$ cat config.mk
export PLATFORM = sky130hd
export DESIGN_NAME = fifo_wr_arbiter_flat
export DESIGN_NICKNAME = d
export VERILOG_FILES = /design/src/rtl/fifo_wr_arbiter_if.sv /design/src/rtl/fifo_wr_arbiter.sv /design/src/flat_wrapper.sv
export SDC_FILE = /design/constraint.sdc
export NUM_CORES = 1
export LEC_CHECK = 0
export BUFFER_PORTS_ARGS = -buffer_cell sky130_fd_sc_hd__buf_2
export CAP_MARGIN = 10
export CORE_MARGIN = 2
export CORE_UTILIZATION = 35
export DETAILED_ROUTE_END_ITERATION = 16
export MAX_ROUTING_LAYER = met4
export PLACE_DENSITY = 0.66
export SYNTH_ARGS = -nofsm -noshare
export SYNTH_HDL_FRONTEND = slang
export SYNTH_SLANG_ARGS = --single-unit
$ cat constraint.sdc
create_clock -name clk -period 2.6 [get_ports clk]
set_input_delay 0.26 -clock clk [delete_from_list [all_inputs] [get_ports clk]]
set_output_delay 0.26 -clock clk [all_outputs]
set_load 0.02 [all_outputs]
$ cat src/rtl/fifo_wr_arbiter_if.sv
// Write-side bundle between N requesters and a shared FIFO write port.
// master = requester/FIFO side, slave = arbiter.
interface fifo_wr_arbiter_if #(
    parameter int N     = 4,
    parameter int WIDTH = 8
);
    localparam int OW = (N > 1) ? $clog2(N) : 1;

    logic [N-1:0]       req;
    logic [N*WIDTH-1:0] din;
    logic               fifo_full;
    logic [N-1:0]       gnt;
    logic               fifo_wr_en;
    logic [WIDTH-1:0]   fifo_din;
    logic [OW-1:0]      owner;
    logic [15:0]        stall_cnt;

    modport master (
        output req, din, fifo_full,
        input  gnt, fifo_wr_en, fifo_din, owner, stall_cnt
    );

    modport slave (
        input  req, din, fifo_full,
        output gnt, fifo_wr_en, fifo_din, owner, stall_cnt
    );
endinterface

$ cat src/rtl/fifo_wr_arbiter.sv
// Round-robin write arbiter with bounded bursts: one owner keeps the FIFO port
// for up to MAX_BURST writes while others wait, then priority rotates.
module fifo_wr_arbiter #(
    parameter int N         = 4,
    parameter int WIDTH     = 8,
    parameter int MAX_BURST = 4
) (
    input logic              clk,
    input logic              rst,
    fifo_wr_arbiter_if.slave bus
);
    localparam int OW = (N > 1) ? $clog2(N) : 1;

    typedef enum logic {IDLE, HOLD} state_t;

    state_t        state, state_nx;
    logic [OW-1:0] ptr, ptr_nx;
    logic [OW-1:0] owner_r, owner_nx, owner_inc;
    logic [3:0]    burst_cnt, burst_nx;
    logic [15:0]   stall_r;
    logic [N-1:0]  others;
    logic          grant;
    logic [OW-1:0] win;

    // First set bit of r at or after start, wrapping N-1 -> 0.
    function automatic logic [OW-1:0] pick(input logic [N-1:0] r, input logic [OW-1:0] start);
        int idx;
        pick = '0;
        for (int k = N - 1; k >= 0; k--) begin
            idx = (int'(start) + k) % N;
            if (r[idx]) pick = OW'(idx);
        end
    endfunction

    assign owner_inc = OW'((int'(owner_r) + 1) % N);
    assign others    = bus.req & ~(N'(1) << owner_r);

    always_comb begin
        grant    = 1'b0;
        win      = owner_r;
        state_nx = state;
        ptr_nx   = ptr;
        owner_nx = owner_r;
        burst_nx = burst_cnt;
        if (rst && !bus.fifo_full) begin
            if (state == IDLE) begin
                if (|bus.req) begin
                    grant    = 1'b1;
                    win      = pick(bus.req, ptr);
                    state_nx = HOLD;
                    owner_nx = win;
                    burst_nx = 4'd1;
                end
            end else if (bus.req[owner_r]) begin
                grant = 1'b1;
                if (burst_cnt < 4'(MAX_BURST)) begin
                    burst_nx = burst_cnt + 4'd1;
                end else if (|others) begin
                    ptr_nx   = owner_inc;
                    win      = pick(others, owner_inc);
                    owner_nx = win;
                    burst_nx = 4'd1;
                end else begin
                    // sole requester: restart the burst without an idle bubble
                    burst_nx = 4'd1;
                end
            end else begin
                ptr_nx = owner_inc;
                if (|bus.req) begin
                    grant    = 1'b1;
                    win      = pick(bus.req, owner_inc);
                    owner_nx = win;
                    burst_nx = 4'd1;
                end else begin
                    state_nx = IDLE;
                end
            end
        end
    end

    always_ff @(posedge clk) begin
        if (!rst) begin
            state     <= IDLE;
            ptr       <= '0;
            owner_r   <= '0;
            burst_cnt <= '0;
            stall_r   <= '0;
        end else begin
            state     <= state_nx;
            ptr       <= ptr_nx;
            owner_r   <= owner_nx;
            burst_cnt <= burst_nx;
            if (|bus.req && bus.fifo_full && stall_r != 16'hFFFF)
                stall_r <= stall_r + 16'd1;
        end
    end

    assign bus.gnt        = grant ? (N'(1) << win) : '0;
    assign bus.fifo_wr_en = grant;
    assign bus.fifo_din   = grant ? bus.din[win*WIDTH +: WIDTH] : '0;
    assign bus.owner      = owner_r;
    assign bus.stall_cnt  = stall_r;
endmodule

$ cat src/flat_wrapper.sv
// flat-port wrapper written by rule: the top's interface ports become plain ports
module fifo_wr_arbiter_flat 
#(
    parameter int N         = 4,
    parameter int WIDTH     = 8,
    parameter int MAX_BURST = 4
)
  (clk, rst, bus_req, bus_din, bus_fifo_full, bus_gnt, bus_fifo_wr_en, bus_fifo_din, bus_owner, bus_stall_cnt);
  fifo_wr_arbiter_if #(.N(N), .WIDTH(WIDTH)) bus_i ();
  input logic clk;
  input logic rst;
  input wire logic [$bits(bus_i.req)-1:0] bus_req;
  input wire logic [$bits(bus_i.din)-1:0] bus_din;
  input wire logic [$bits(bus_i.fifo_full)-1:0] bus_fifo_full;
  output wire logic [$bits(bus_i.gnt)-1:0] bus_gnt;
  output wire logic [$bits(bus_i.fifo_wr_en)-1:0] bus_fifo_wr_en;
  output wire logic [$bits(bus_i.fifo_din)-1:0] bus_fifo_din;
  output wire logic [$bits(bus_i.owner)-1:0] bus_owner;
  output wire logic [$bits(bus_i.stall_cnt)-1:0] bus_stall_cnt;
  assign bus_i.req = bus_req;
  assign bus_i.din = bus_din;
  assign bus_i.fifo_full = bus_fifo_full;
  assign bus_gnt = bus_i.gnt;
  assign bus_fifo_wr_en = bus_i.fifo_wr_en;
  assign bus_fifo_din = bus_i.fifo_din;
  assign bus_owner = bus_i.owner;
  assign bus_stall_cnt = bus_i.stall_cnt;
  fifo_wr_arbiter #(.N(N), .WIDTH(WIDTH), .MAX_BURST(MAX_BURST)) u_core (.clk(clk), .rst(rst), .bus(bus_i));
endmodule
==> results.txt, run 1 <==
- Clock net sink count: 25
- The global routing stage identified its most utilized layer as met2.
- For the pin with the worst max-slew slack, the measured transition is around 460 ps.
- The die covers ~6400 um^2.
- Traced cell by cell, the critical path runs through buf_6, ha_2, nand2b_2, a41oi_2, buf_4, nand3b_1, a21oi_2, a211oi_2, buf_4, a21o_4, buf_12, o22ai_4, buf_6.
- Area growth syn-to-layout: 69.2%
- In this run the critical register-to-register path is launched from u_core.bus.owner[0].
- Hold violation count in the final report: 0
- The floorplan step defined a core boundary enclosing 5510 um^2.
- In this run, post-CTS hold repair placed 0 buffers.
- In this run the core area contains 27 standard-cell rows.
* VDD IR-drop max: 0.294 mV
* Worst hold path stage count: 4
- In the routed design, unresolved DRC markers number 0.
* Overflow after GRT: 0
* FF-to-FF setup slack: between 500 and 600 ps
- Sequential cell area fraction in the yosys report: between 20% and 30%
- The worst hold path belongs to the class primary input to flip-flop.
* Synth Net Count: between 200 and 300
- The first TritonRoute pass finished after 4 iterations.
- Using the TritonRoute via totals, the vias-per-cell ratio works out to approximately 5.2.
- In this run, placement finished with an instance count of around 400.
- Yosys mapped a number of flops with a built-in enable equal to 0.
- Met2 Track Usage GR: between 30% and 40%
- Clock tree from TritonCTS: built
- Cell type of the slowest stage on the worst timing path: sky130_fd_sc_hd__dfxtp_2
- Vias in the first global route: roughly 2,100
- Measured along the x axis, the die boundary spans approximately 80 um.
* Total of max-cap violations: 0
- The placed instances occupy a cell area of approximately 3000 um^2.
- Detailed-placement wirelength estimate: approximately 4300 um
- The commonest cells after synthesis are sky130_fd_sc_hd__dfxtp_1, sky130_fd_sc_hd__mux2i_1, sky130_fd_sc_hd__and2_1, sky130_fd_sc_hd__nand2_1, sky130_fd_sc_hd__nor2_1.
- Clock-pin slew was measured on the worst setup and hold paths at around 80 ps.
- Final max-slew violation count: 0
- I/O Buffers: 69
- Synth cell types: 57
- Clock tree synthesis inserted a total of 3 buffers.
- In the synthesized netlist, the number of instances is approximately 240.
- In the synthesized netlist the async set-or-reset flop fraction comes to 0%.
- A synthesized cell averages 8.50 um^2.
* Top-area cell type share of the netlist area: between 20% and 30%
- Crit path capture type: output pin
- Setup TNS: -3570 ps
* Total vias in the final route: ~2,100
* Leakage power: about 1.4 nW
- The tree is rooted in a sky130_fd_sc_hd__clkbuf_8.
* Worst stage delay on the critical path: between 300 and 400 ps
* Worst reg-to-reg path cell count: 10
* Die H: roughly 80 um
- The detailed router finished its first iteration with 56 violations.
- STA classifies the critical path startpoint as a flip-flop.
* CP Data Required Time: around 2300 ps
- Remaining max-slew budget at the tightest pin: 69.1%
* Worst Path Class, Setup: flip-flop to output pin
* Weighted congestion reported at the end of routability-driven placement: 0.860
- Number of endpoints failing setup at the final stage: 12
- The startpoint identified for the worst hold timing path is bus_fifo_full.
- Entering global routing, the biggest net connects 26 pins.
* Final WS setup: -331 ps
* Worst min-delay path endpoint: u_core.state
- Final Non-Filler Cells: between 400 and 500
- Setup repair after global routing could not meet its margin everywhere.
* Overall global routing resource usage: ~20%
- Worst reg2reg endpoint: u_core.bus.owner[1]
- The synthesized design spends more area on one cell type than any other, namely sky130_fd_sc_hd__dfxtp_1.
- Global-route met3 utilization: ~1.9%
- Across all hold checks on the routed design, the worst slack comes to roughly 340 ps.
- H-Tree Level Count: 1
* Data arrival, critical path: around 2700 ps
- The worst path uses 113% of the clock period.
- Per-cell routed wire length: roughly 15 um
- Max Clock Skew: about 1.1 ps
- Peak Freq: 341 MHz
* DRT antenna net count: 0
- After the last flow step, the layout net total stands at 384.
* Maximum fanout along the worst path: 6
- During synthesis, Yosys emitted a total of 0 warnings.
- Summing every instance area after synthesis gives 2010 um^2.
* Power density relative to cell area: 326 nW/um^2
* Clock tree buffer depth: 2
- The first global-routing pass estimated slightly below 10,000 um of wire.
- The final reports fail on setup timing.
- Counting flops and latches in the post-synthesis netlist gives 25.
- Number of diodes: 0
* Antenna violations before repair: 0
- By area the synthesized netlist is led by sky130_fd_sc_hd__dfxtp_1, sky130_fd_sc_hd__mux2i_1, sky130_fd_sc_hd__and2_1.
- Result of the run: finished, violations left
* Initial standard-cell utilization of the core: 36.4%
* I/O pin cnt: 70
- Share of cells above drive strength 1: a little over half
- In the synthesized netlist the dominant register cell turns out to be sky130_fd_sc_hd__dfxtp_1.
- Clk_lat worst skew: roughly 270 ps
- In the post-synthesis netlist, the cell with the most instances is sky130_fd_sc_hd__dfxtp_1.
- Final standard cell area without fillers: 3390 um^2
- The routed design could run at a clock period as short as 2930 ps.
* Total length of routed wires: a little over 6000 um
- For met1 alone, demand over resource in global routing was a little under a quarter.
final cells by class:
class / count / area, um^2
Sequential cell: 25 / 505
Timing Repair Buffer: 111 / 866
Tap cell: 72 / 90.1
Multi-Input combinational cell: 192 / 1860
Inverter: 6 / 27.5
Clock buffer: 4 / 45.0
Fill cell: 462 / 2110
stage by stage:
step           setup slack [ps]  power (mW)  util, %
6_report                   -331        1.11     61.6
5_1_grt                    -442        1.16     61.6
4_1_cts                    -252        1.10     60.5
3_3_place_gp               6.90       0.790     53.9
2_1_floorplan             -95.8       0.674        -
3_5_place_dp              -30.9       0.796     53.9
cells in the final DEF (no fill, tap or decap), drive strengths merged, types with 4 or more instances in the layout:
cell,Yosys,final
nand2,17,17
clkbuf,3,5
nor2b,6,6
buf,10,110
mux2i,22,22
o22ai,10,10
xnor2,10,10
o21ai,10,10
nand2b,5,5
inv,6,6
xor2,4,4
ha,6,6
and2,16,16
dfxtp,25,25
nand3,12,12
and3,5,5
a21oi,8,8
nand4,5,5
nor2,15,15
state kept, by name, indices dropped and copies added (netlist names):
signal                count
u_core.bus.owner          2
u_core.bus.stall_cnt     16
u_core.state              1
u_core.burst_cnt          4
u_core.ptr                2
power by group:
part / switching (mW) / internal (mW)
clock network: 0.119 / 0.110
registers: 0.00931 / 0.390
logic: 0.228 / 0.250
total: 0.356 / 0.750
cell families after synthesis:
| logic type | share of synthesized area (%) |
|---|---|
| compound gates | 19.2 |
| xor+xnor | 6.11 |
| fa+ha+maj | 3.74 |
| buf+inv | 5.99 |
| flops | 25.0 |
| mux | 11.5 |
| simple gates | 28.5 |
metal layers:
layer	vias up	wire length (um)	part of all wire, %
met2	42	3420	56
met3	5	191	3.1
met4	0	42	0.68
met5	-	0	0
li1	1065	-	-
met1	1031	2500	41
critical path: cells and delay by family, from the launching register on:
kind,cells,cell delay [ps]
buffers and inverters,5,730
adder cells (fa/ha/maj),1,170
flip-flops,1,370
AND/OR/NAND/NOR,2,340
AO/OA/AOI/OAI,5,770
what timing repair did:
item,in CTS,in global routing
setup buffers,10,1
pin swaps,17,18
gates resized for setup,52,6
setup endpoints to repair,12,12
gates cloned,2,1
worst max path at each step:
stage | cells past startpoint | endpoint | from | slack [ps]
finish | 13 | bus_fifo_din[0] | u_core.bus.owner[1] | -330
CTS | 13 | bus_fifo_din[7] | u_core.bus.owner[0] | -250
floorplan | 12 | bus_fifo_din[0] | u_core.bus.owner[0] | -100
global route | 13 | bus_fifo_din[0] | u_core.bus.owner[1] | -440
detailed placement | 11 | bus_fifo_din[6] | u_core.bus.owner[0] | -30
global placement | 11 | bus_fifo_din[7] | bus_req[0] | 7
No activity file was read; power rests on OpenSTA's default activity.
==> run 2: changes to the inputs <==
Settings changed: BUFFER_PORTS_ARGS -buffer_cell sky130_fd_sc_hd__buf_2 to unset, DONT_BUFFER_PORTS set to 1, HOLD_SLACK_MARGIN set to 0.06, PLACE_DENSITY 0.66 to 0.55.
==> results.txt, run 2 (same netlist as run 1, synthesis figures left out) <==
- Result of the run: finished, violations left (unchanged).
- Violations in the final reports: setup timing (unchanged).
* Die Width: 79.7 um (unchanged)
- The beginning of the worst hold path was rst (was bus_fifo_full).
* Remaining max-slew budget at the tightest pin: 67.5% (was 69.1%)
* Total of max-cap violations: 0 (unchanged)
- The routed wirelength normalized by instance count came to 16.0 um (was 15.0 um).
- The clock latency reported for the late side of the worst-skew pair came to 270 ps (about the same).
- The type of the worst min-delay path is primary input to flip-flop (unchanged).
- H-Tree Level Count: 1 (unchanged)
- DRT antenna net count: 0 (unchanged)
- The number of cell instances on the worst register-to-register path is 9 (was 10).
* Maximum fanout along the worst path: 7 (was 6)
- Worst min-delay path endpoint: u_core.bus.stall_cnt[5] (was u_core.state)
* I/O pin cnt: 70 (unchanged)
- The final cell count without fillers is 324 (was 410).
- Number of rows in the core area: 27 (unchanged)
* Startpoint of the worst register-to-register path: u_core.bus.owner[1] (was u_core.bus.owner[0])
* Total vias in the final route: 1,786 (was 2,143)
* Data arrival, critical path: 2580 ps (was 2670 ps)
- The relative contribution of sequential cells to total power is 42.0% (was 36.1%).
- The pin count of the biggest net entering global routing came to 27 (was 26).
- Number of endpoints failing setup at the final stage: 12 (unchanged)
* Full die area: 6350 um^2 (unchanged)
- Leading cell types in the layout, fill and taps excluded: sky130_fd_sc_hd__dfxtp_1, sky130_fd_sc_hd__buf_4, sky130_fd_sc_hd__mux2i_4, sky130_fd_sc_hd__and2_1, sky130_fd_sc_hd__nand2_1 (was sky130_fd_sc_hd__buf_2, sky130_fd_sc_hd__buf_4, sky130_fd_sc_hd__dfxtp_1).
- The number of placed cells counting well taps was 307 (was 392).
- Worst hold slack: 107 ps (was 344 ps)
* Total area of sequential cells: 508 um^2 (was 505 um^2)
- Crit path capture type: output pin (unchanged)
* Clock power frac: 23.7% (was 20.6%)
- The critical path data required time is 2340 ps (about the same).
* Final standard cell area without fillers: 2790 um^2 (was 3390 um^2)
- The cell at the root of the clock tree is sky130_fd_sc_hd__clkbuf_8 (unchanged).
- The final-layout setup total negative slack came to -2550 ps (was -3570 ps).
- The TritonCTS sink count is 25 (unchanged).
- Switching Power: 0.295 mW (was 0.356 mW)
* Worst Path Class, Setup: flip-flop to output pin (unchanged)
* Startpoint type of the worst setup path: flip-flop (unchanged)
- Post-placement cell area: 2520 um^2 (was 2970 um^2)
* Logic gate share of total power: 34.2% (was 43.2%)
- Vias in the first global route: 1,653 (was 2,097)
* Number of diodes: 0 (unchanged)
- I/O Buffers: 0 (was 69)
- The number of flip-flops under the largest register name came to 16 (unchanged).
- Area taken by multi-input logic gates: 1840 um^2 (was 1860 um^2)
- The least setup slack across all paths after layout is -244 ps (was -331 ps).
- The highest clock frequency the design can meet is 352 MHz (was 341 MHz).
* Overflow after GRT: 0 (unchanged)
* Worst reg2reg endpoint: u_core.bus.owner[1] (unchanged)
- The final weighted congestion of routability-driven global placement is 0.983 (was 0.860).
- Routed vias/inst: 5.51 (was 5.23)
* Final max-slew violation count: 0 (unchanged)
* Remaining DRCs: 0 (unchanged)
- The overall fraction of global-route tracks in use was 16.1% (was 19.7%).
- The hold-critical path depth is 1 (was 4).
- The share of the core filled with cells in the final layout came to 50.6% (was 61.6%).
* Most frequent standard cell in the layout excluding fill and tap cells: sky130_fd_sc_hd__dfxtp_1 (was sky130_fd_sc_hd__buf_2)
* Tcrit/Tclk final: 109% (was 113%)
* Initial standard-cell utilization of the core: 36.4% (unchanged)
- The number of antenna violations at the first check in global routing is 0 (unchanged).
- Clock transition time at the flip-flop clock pins of the worst setup and hold paths: 80 ps (about the same)
- Leakage power: 0.942 nW (was 1.38 nW)
- RSZ-0062 raised after global routing: yes (unchanged).
* Slew at the pin with the worst max-slew slack: 483 ps (was 460 ps)
- Fill cell count: 501 (was 462)
- Share of cells above drive strength 1: 38.1% (was 53.8%)
- The maximum VDD drop came to 0.305 mV (was 0.294 mV).
- Total length of routed wires: 5180 um (was 6150 um)
- Area growth syn-to-layout: 38.9% (was 69.2%)
* FF-to-FF setup slack: 490 ps (was 530 ps)
- Hold violation count in the final report: 0 (unchanged)
- The die height is 79.7 um (unchanged).
- The TritonCTS clock tree is built (unchanged).
- The count of TritonRoute iterations in the first routing pass was 4 (unchanged).
- Total clock buffers created by CTS: 3 (unchanged)
* Int Pwr: 0.670 mW (was 0.750 mW)
- DRT iter0 DRCs: 78 (was 56)
* Global-route wire length before repair: 8070 um (was 9760 um)
- The switching portion of total power came to 30.6% (was 32.2%).
- Post-layout net count: 298 (was 384)
- Core Area: 5510 um^2 (unchanged)
- Detailed-placement wirelength estimate: 3700 um (was 4320 um)
* Tmin final: 2840 ps (was 2930 ps)
- Max Clock Skew: 1.72 ps (was 1.14 ps)
* Power density relative to cell area: 346 nW/um^2 (was 326 nW/um^2)
* Clock tree buffer depth: 2 (unchanged)
run 2: what timing repair did:
| action | in CTS | in global routing |
|---|---|---|
| endpoints found under the setup margin | 12 | 12 |
| pin swaps | 17 | 15 |
| hold buffers | 0 | 0 |
| gates resized for setup | 22 | 12 |
| cloned | 1 | 1 |
| hold endpoints to repair | 0 | 0 |
| buffers inserted | 12 | 2 |
run 2: power by group through the flow:
stage / clock network (mW) / logic, mW / registers [mW]
2_1_floorplan: 0 / 0.261 / 0.413
3_3_place_gp: 0 / 0.284 / 0.417
3_5_place_dp: 0 / 0.286 / 0.416
4_1_cts: 0.239 / 0.324 / 0.407
5_1_grt: 0.253 / 0.352 / 0.408
6_report: 0.229 / 0.330 / 0.406
run 2: layer usage:
metal,up-vias,global-route usage [%],wire (um)
met4,0,6.38,87
met1,832,20.8,2200
met5,-,-,0
met2,54,25.2,2620
li1,889,-,-
met3,11,2.83,263
run 2: metrics by stage:
stage | worst slack [ps] | total power, mW
2_1_floorplan | -95.8 | 0.674
3_3_place_gp | -75.6 | 0.701
3_5_place_dp | -51.2 | 0.702
5_1_grt | -377 | 1.01
6_report | -244 | 0.965
4_1_cts | -245 | 0.969
run 2: cell type report:
| class | instances | area share [%] |
|---|---|---|
| multi-input combinational | 192 | 66.2 |
| tap | 72 | 3.23 |
| inverter | 6 | 1.03 |
| clock buffer | 4 | 1.62 |
| sequential | 25 | 18.2 |
| timing repair buffer | 25 | 9.70 |
run 2: critical path: stages, from the launching register on:
cell                       delay (ps)
sky130_fd_sc_hd__dfxtp_4          360
sky130_fd_sc_hd__buf_6            140
sky130_fd_sc_hd__ha_2             170
sky130_fd_sc_hd__and2b_1          230
sky130_fd_sc_hd__o21ai_2           80
sky130_fd_sc_hd__a221oi_2         290
sky130_fd_sc_hd__o22ai_2          150
sky130_fd_sc_hd__o221ai_4         290
sky130_fd_sc_hd__buf_12           210
sky130_fd_sc_hd__mux2i_4          260
sky130_fd_sc_hd__o22ai_4          130
run 2: worst max path at each step:
stage                              startpoint               to  slack (ps)
after floorplan           u_core.bus.owner[0]  bus_fifo_din[0]        -100
after global placement    u_core.bus.owner[1]  bus_fifo_din[7]         -80
after global routing      u_core.bus.owner[1]  bus_fifo_din[3]        -380
final                     u_core.bus.owner[1]  bus_fifo_din[0]        -240
after detailed placement  u_core.bus.owner[1]  bus_fifo_din[7]         -50
after CTS                 u_core.bus.owner[1]  bus_fifo_din[7]        -240
==> run 3: changes to the inputs <==
Settings changed: RECOVER_POWER set to 100.
==> results.txt, run 3 (same netlist as run 1, synthesis figures left out) <==
* Result of the run: finished, violations left (unchanged)
* Violations in the final reports: setup timing (unchanged)
- Cell type of the slowest stage on the worst timing path: sky130_fd_sc_hd__dfxtp_4 (unchanged)
- Final max-slew violation count: 0 (unchanged)
- The count of TritonRoute iterations in the first routing pass came to 4 (unchanged).
* Weighted congestion reported at the end of routability-driven placement: 0.983 (unchanged)
- Share of cells above drive strength 1: 38.1% (unchanged)
- Sw Share: 30.6% (about the same)
* Hold buffers post-CTS: 0 (unchanged)
- The buffering stage count on the worst path with inverters included was 3 (was 2).
* CP Data Required Time: 2340 ps (about the same)
- The end of the worst register-to-register path is u_core.bus.owner[1] (unchanged).
* Peak Freq: 352 MHz (about the same)
* Number of rows in the core area: 27 (unchanged)
* Area growth syn-to-layout: 38.9% (unchanged)
- The count of port buffers added during placement came to 0 (unchanged).
* Clock net sink count: 25 (unchanged)
- Remaining max-slew budget at the tightest pin: 67.5% (about the same)
* Hold Startpoint: rst (unchanged)
- Full die area: 6350 um^2 (unchanged)
* Buffer cell driving the clock tree root: sky130_fd_sc_hd__clkbuf_8 (unchanged)
- The die height was 79.7 um (unchanged).
* Startpoint type of the worst setup path: flip-flop (unchanged)
- Per-cell routed wire length: 16.0 um (about the same)
- VDD IR-drop max: 0.305 mV (about the same)
- The power share of the clock group was 23.7% (about the same).
* Total vias in the final route: 1,814 (was 1,786)
- Fill cell count: 501 (unchanged)
* Logic gate share of total power: 34.2% (about the same)
- The overall die width was 79.7 um (unchanged).
* Antenna violations before repair: 0 (unchanged)
- The hold violation total from the final report was 0 (unchanged).
- The number of failing setup endpoints in the final timing report is 12 (unchanged).
- The routed wire length is 5190 um (was 5180 um).
- RSZ-0062 raised after global routing: yes (unchanged).
- Power density relative to cell area: 346 nW/um^2 (about the same)
* Clock tree buffer depth: 2 (unchanged)
* Worst Path Class, Setup: flip-flop to output pin (unchanged)
- Worst hold slack: 107 ps (about the same)
- The static power due to leakage was 0.941 nW (was 0.942 nW).
- The data arrival time of the critical path was 2580 ps (about the same).
- The number of clock buffers inserted by TritonCTS is 3 (unchanged).
- H-Tree Level Count: 1 (unchanged)
- The total number of nets in the final design came to 298 (unchanged).
* FF-to-FF setup slack: 500 ps (was 490 ps)
- Remaining DRCs: 0 (unchanged)
* Int Pwr: 0.670 mW (about the same)
* Setup TNS: -2580 ps (was -2550 ps)
- DRT antenna net count: 0 (unchanged)
- Most frequent standard cell in the layout excluding fill and tap cells: sky130_fd_sc_hd__dfxtp_1 (unchanged)
- Worst hold path stage count: 1 (unchanged)
- The routed via count divided by cell count is 5.60 (was 5.51).
* Switching Power: 0.295 mW (about the same)
* Share of total power in sequential cells: 42.1% (was 42.0%)
* Total of max-cap violations: 0 (unchanged)
- Leading cell types in the layout, fill and taps excluded: sky130_fd_sc_hd__dfxtp_1, sky130_fd_sc_hd__buf_4, sky130_fd_sc_hd__mux2i_4 (was sky130_fd_sc_hd__dfxtp_1, sky130_fd_sc_hd__buf_4, sky130_fd_sc_hd__mux2i_4, sky130_fd_sc_hd__and2_1, sky130_fd_sc_hd__nand2_1)
* Kind of path behind the tightest hold check: primary input to flip-flop (unchanged)
- Overall global routing resource usage: 16.1% (unchanged)
- Detailed-placement wirelength estimate: 3700 um (unchanged)
- Global-route wire length before repair: 8070 um (unchanged)
* Tcrit/Tclk final: 109% (about the same)
- The clock latency reported for the late side of the worst-skew pair is 270 ps (about the same).
* Overflow after GRT: 0 (unchanged)
- The least setup slack across all paths after layout is -243 ps (was -244 ps).
- The initial standard-cell utilization of the core came to 36.4% (unchanged).
- The DRC violation total after the first TritonRoute iteration was 80 (was 78).
* Crit path capture type: output pin (unchanged)
* Slew at the pin with the worst max-slew slack: 483 ps (about the same)
* Core Area: 5510 um^2 (unchanged)
* Largest register FFs: 16 (unchanged)
* Maximum number of pins on one net before global-route repair: 27 (unchanged)
- The via count of the first global-routing pass came to 1,653 (unchanged).
- The worst reg2reg path startpoint was u_core.bus.owner[1] (unchanged).
* Worst reg-to-reg path cell count: 9 (unchanged)
* Clock transition time at the flip-flop clock pins of the worst setup and hold paths: 80 ps (about the same)
* Clock tree from TritonCTS: built (unchanged)
* Worst stage delay on the critical path: 370 ps (was 360 ps)
- Tmin final: 2840 ps (about the same)
- Max Clock Skew: 1.71 ps (was 1.72 ps)
* Total Power: 0.965 mW (about the same)
- The largest fanout of any net on the critical path was 7 (unchanged).
- Cells along the critical path: clkinvlp_4, ha_4, buf_6, nor4bb_4, a22oi_2, nand4_1, a32o_2, nand3_2, a21o_4, clkbuf_16, o22ai_4 (was buf_6, ha_2, and2b_1, o21ai_2, a221oi_2, o22ai_2, o221ai_4, buf_12, mux2i_4, o22ai_4).
- I/O pin cnt: 70 (unchanged)
* Number of diodes: 0 (unchanged)
- The cell class contributing the biggest share of worst-path delay was compound AO/OA/AOI/OAI gates (unchanged).
- Worst min-delay path endpoint: u_core.bus.stall_cnt[5] (unchanged)
* Setup Slack @ Placement: -51.2 ps (unchanged)
## run 3: power groups by stage
stage | Clock, mW | Sequential, mW | Combinational (mW)
floorplan | 0 | 0.413 | 0.261
global placement | 0 | 0.417 | 0.284
detailed placement | 0 | 0.416 | 0.286
CTS | 0.239 | 0.407 | 0.324
global route | 0.253 | 0.408 | 0.352
finish | 0.229 | 0.406 | 0.330
## run 3: how the worst max path moves through the flow
stage / from / endpoint / slack, ps / depth (start not counted)
after floorplan: u_core.bus.owner[0] / bus_fifo_din[0] / -100 / 12
after global placement: u_core.bus.owner[1] / bus_fifo_din[7] / -80 / 10
after detailed placement: u_core.bus.owner[1] / bus_fifo_din[7] / -50 / 10
after CTS: u_core.bus.owner[1] / bus_fifo_din[7] / -240 / 11
after global routing: u_core.bus.owner[1] / bus_fifo_din[3] / -380 / 12
final: u_core.bus.owner[1] / bus_fifo_din[5] / -240 / 11
## run 3: through the flow
| step | std cells | cell area, um^2 | utilization (%) |
|---|---|---|---|
| after floorplan | 236 | 2400 | - |
| after global placement | 307 | 2520 | 45.7 |
| after detailed placement | 307 | 2520 | 45.7 |
| after CTS | 323 | 2740 | 49.8 |
| after global routing | 324 | 2790 | 50.6 |
| final | 324 | 2790 | 50.6 |
## run 3: routing by layer
metal	global-route usage, %	routed length, um
met1	20.8	2150
met2	25.2	2650
met3	2.83	281
met4	6.38	104
met5	-	0
## run 3: repair_timing
| item | in CTS | in global routing |
|---|---|---|
| endpoints found under the hold margin | 0 | 0 |
| resized for setup | 22 | 12 |
| pin swaps | 17 | 15 |
| setup endpoints to repair | 12 | 12 |
| gates cloned | 1 | 1 |
| setup buffers | 12 | 2 |
## run 3: final cells by class
type	instances	area (um^2)	share of cell area, %
clock buffer	4	45.0	1.62
inverter	6	28.8	1.03
multi-input combinational	192	1840	66.2
sequential	25	508	18.2
tap	72	90.1	3.23
timing repair buffer	25	270	9.70
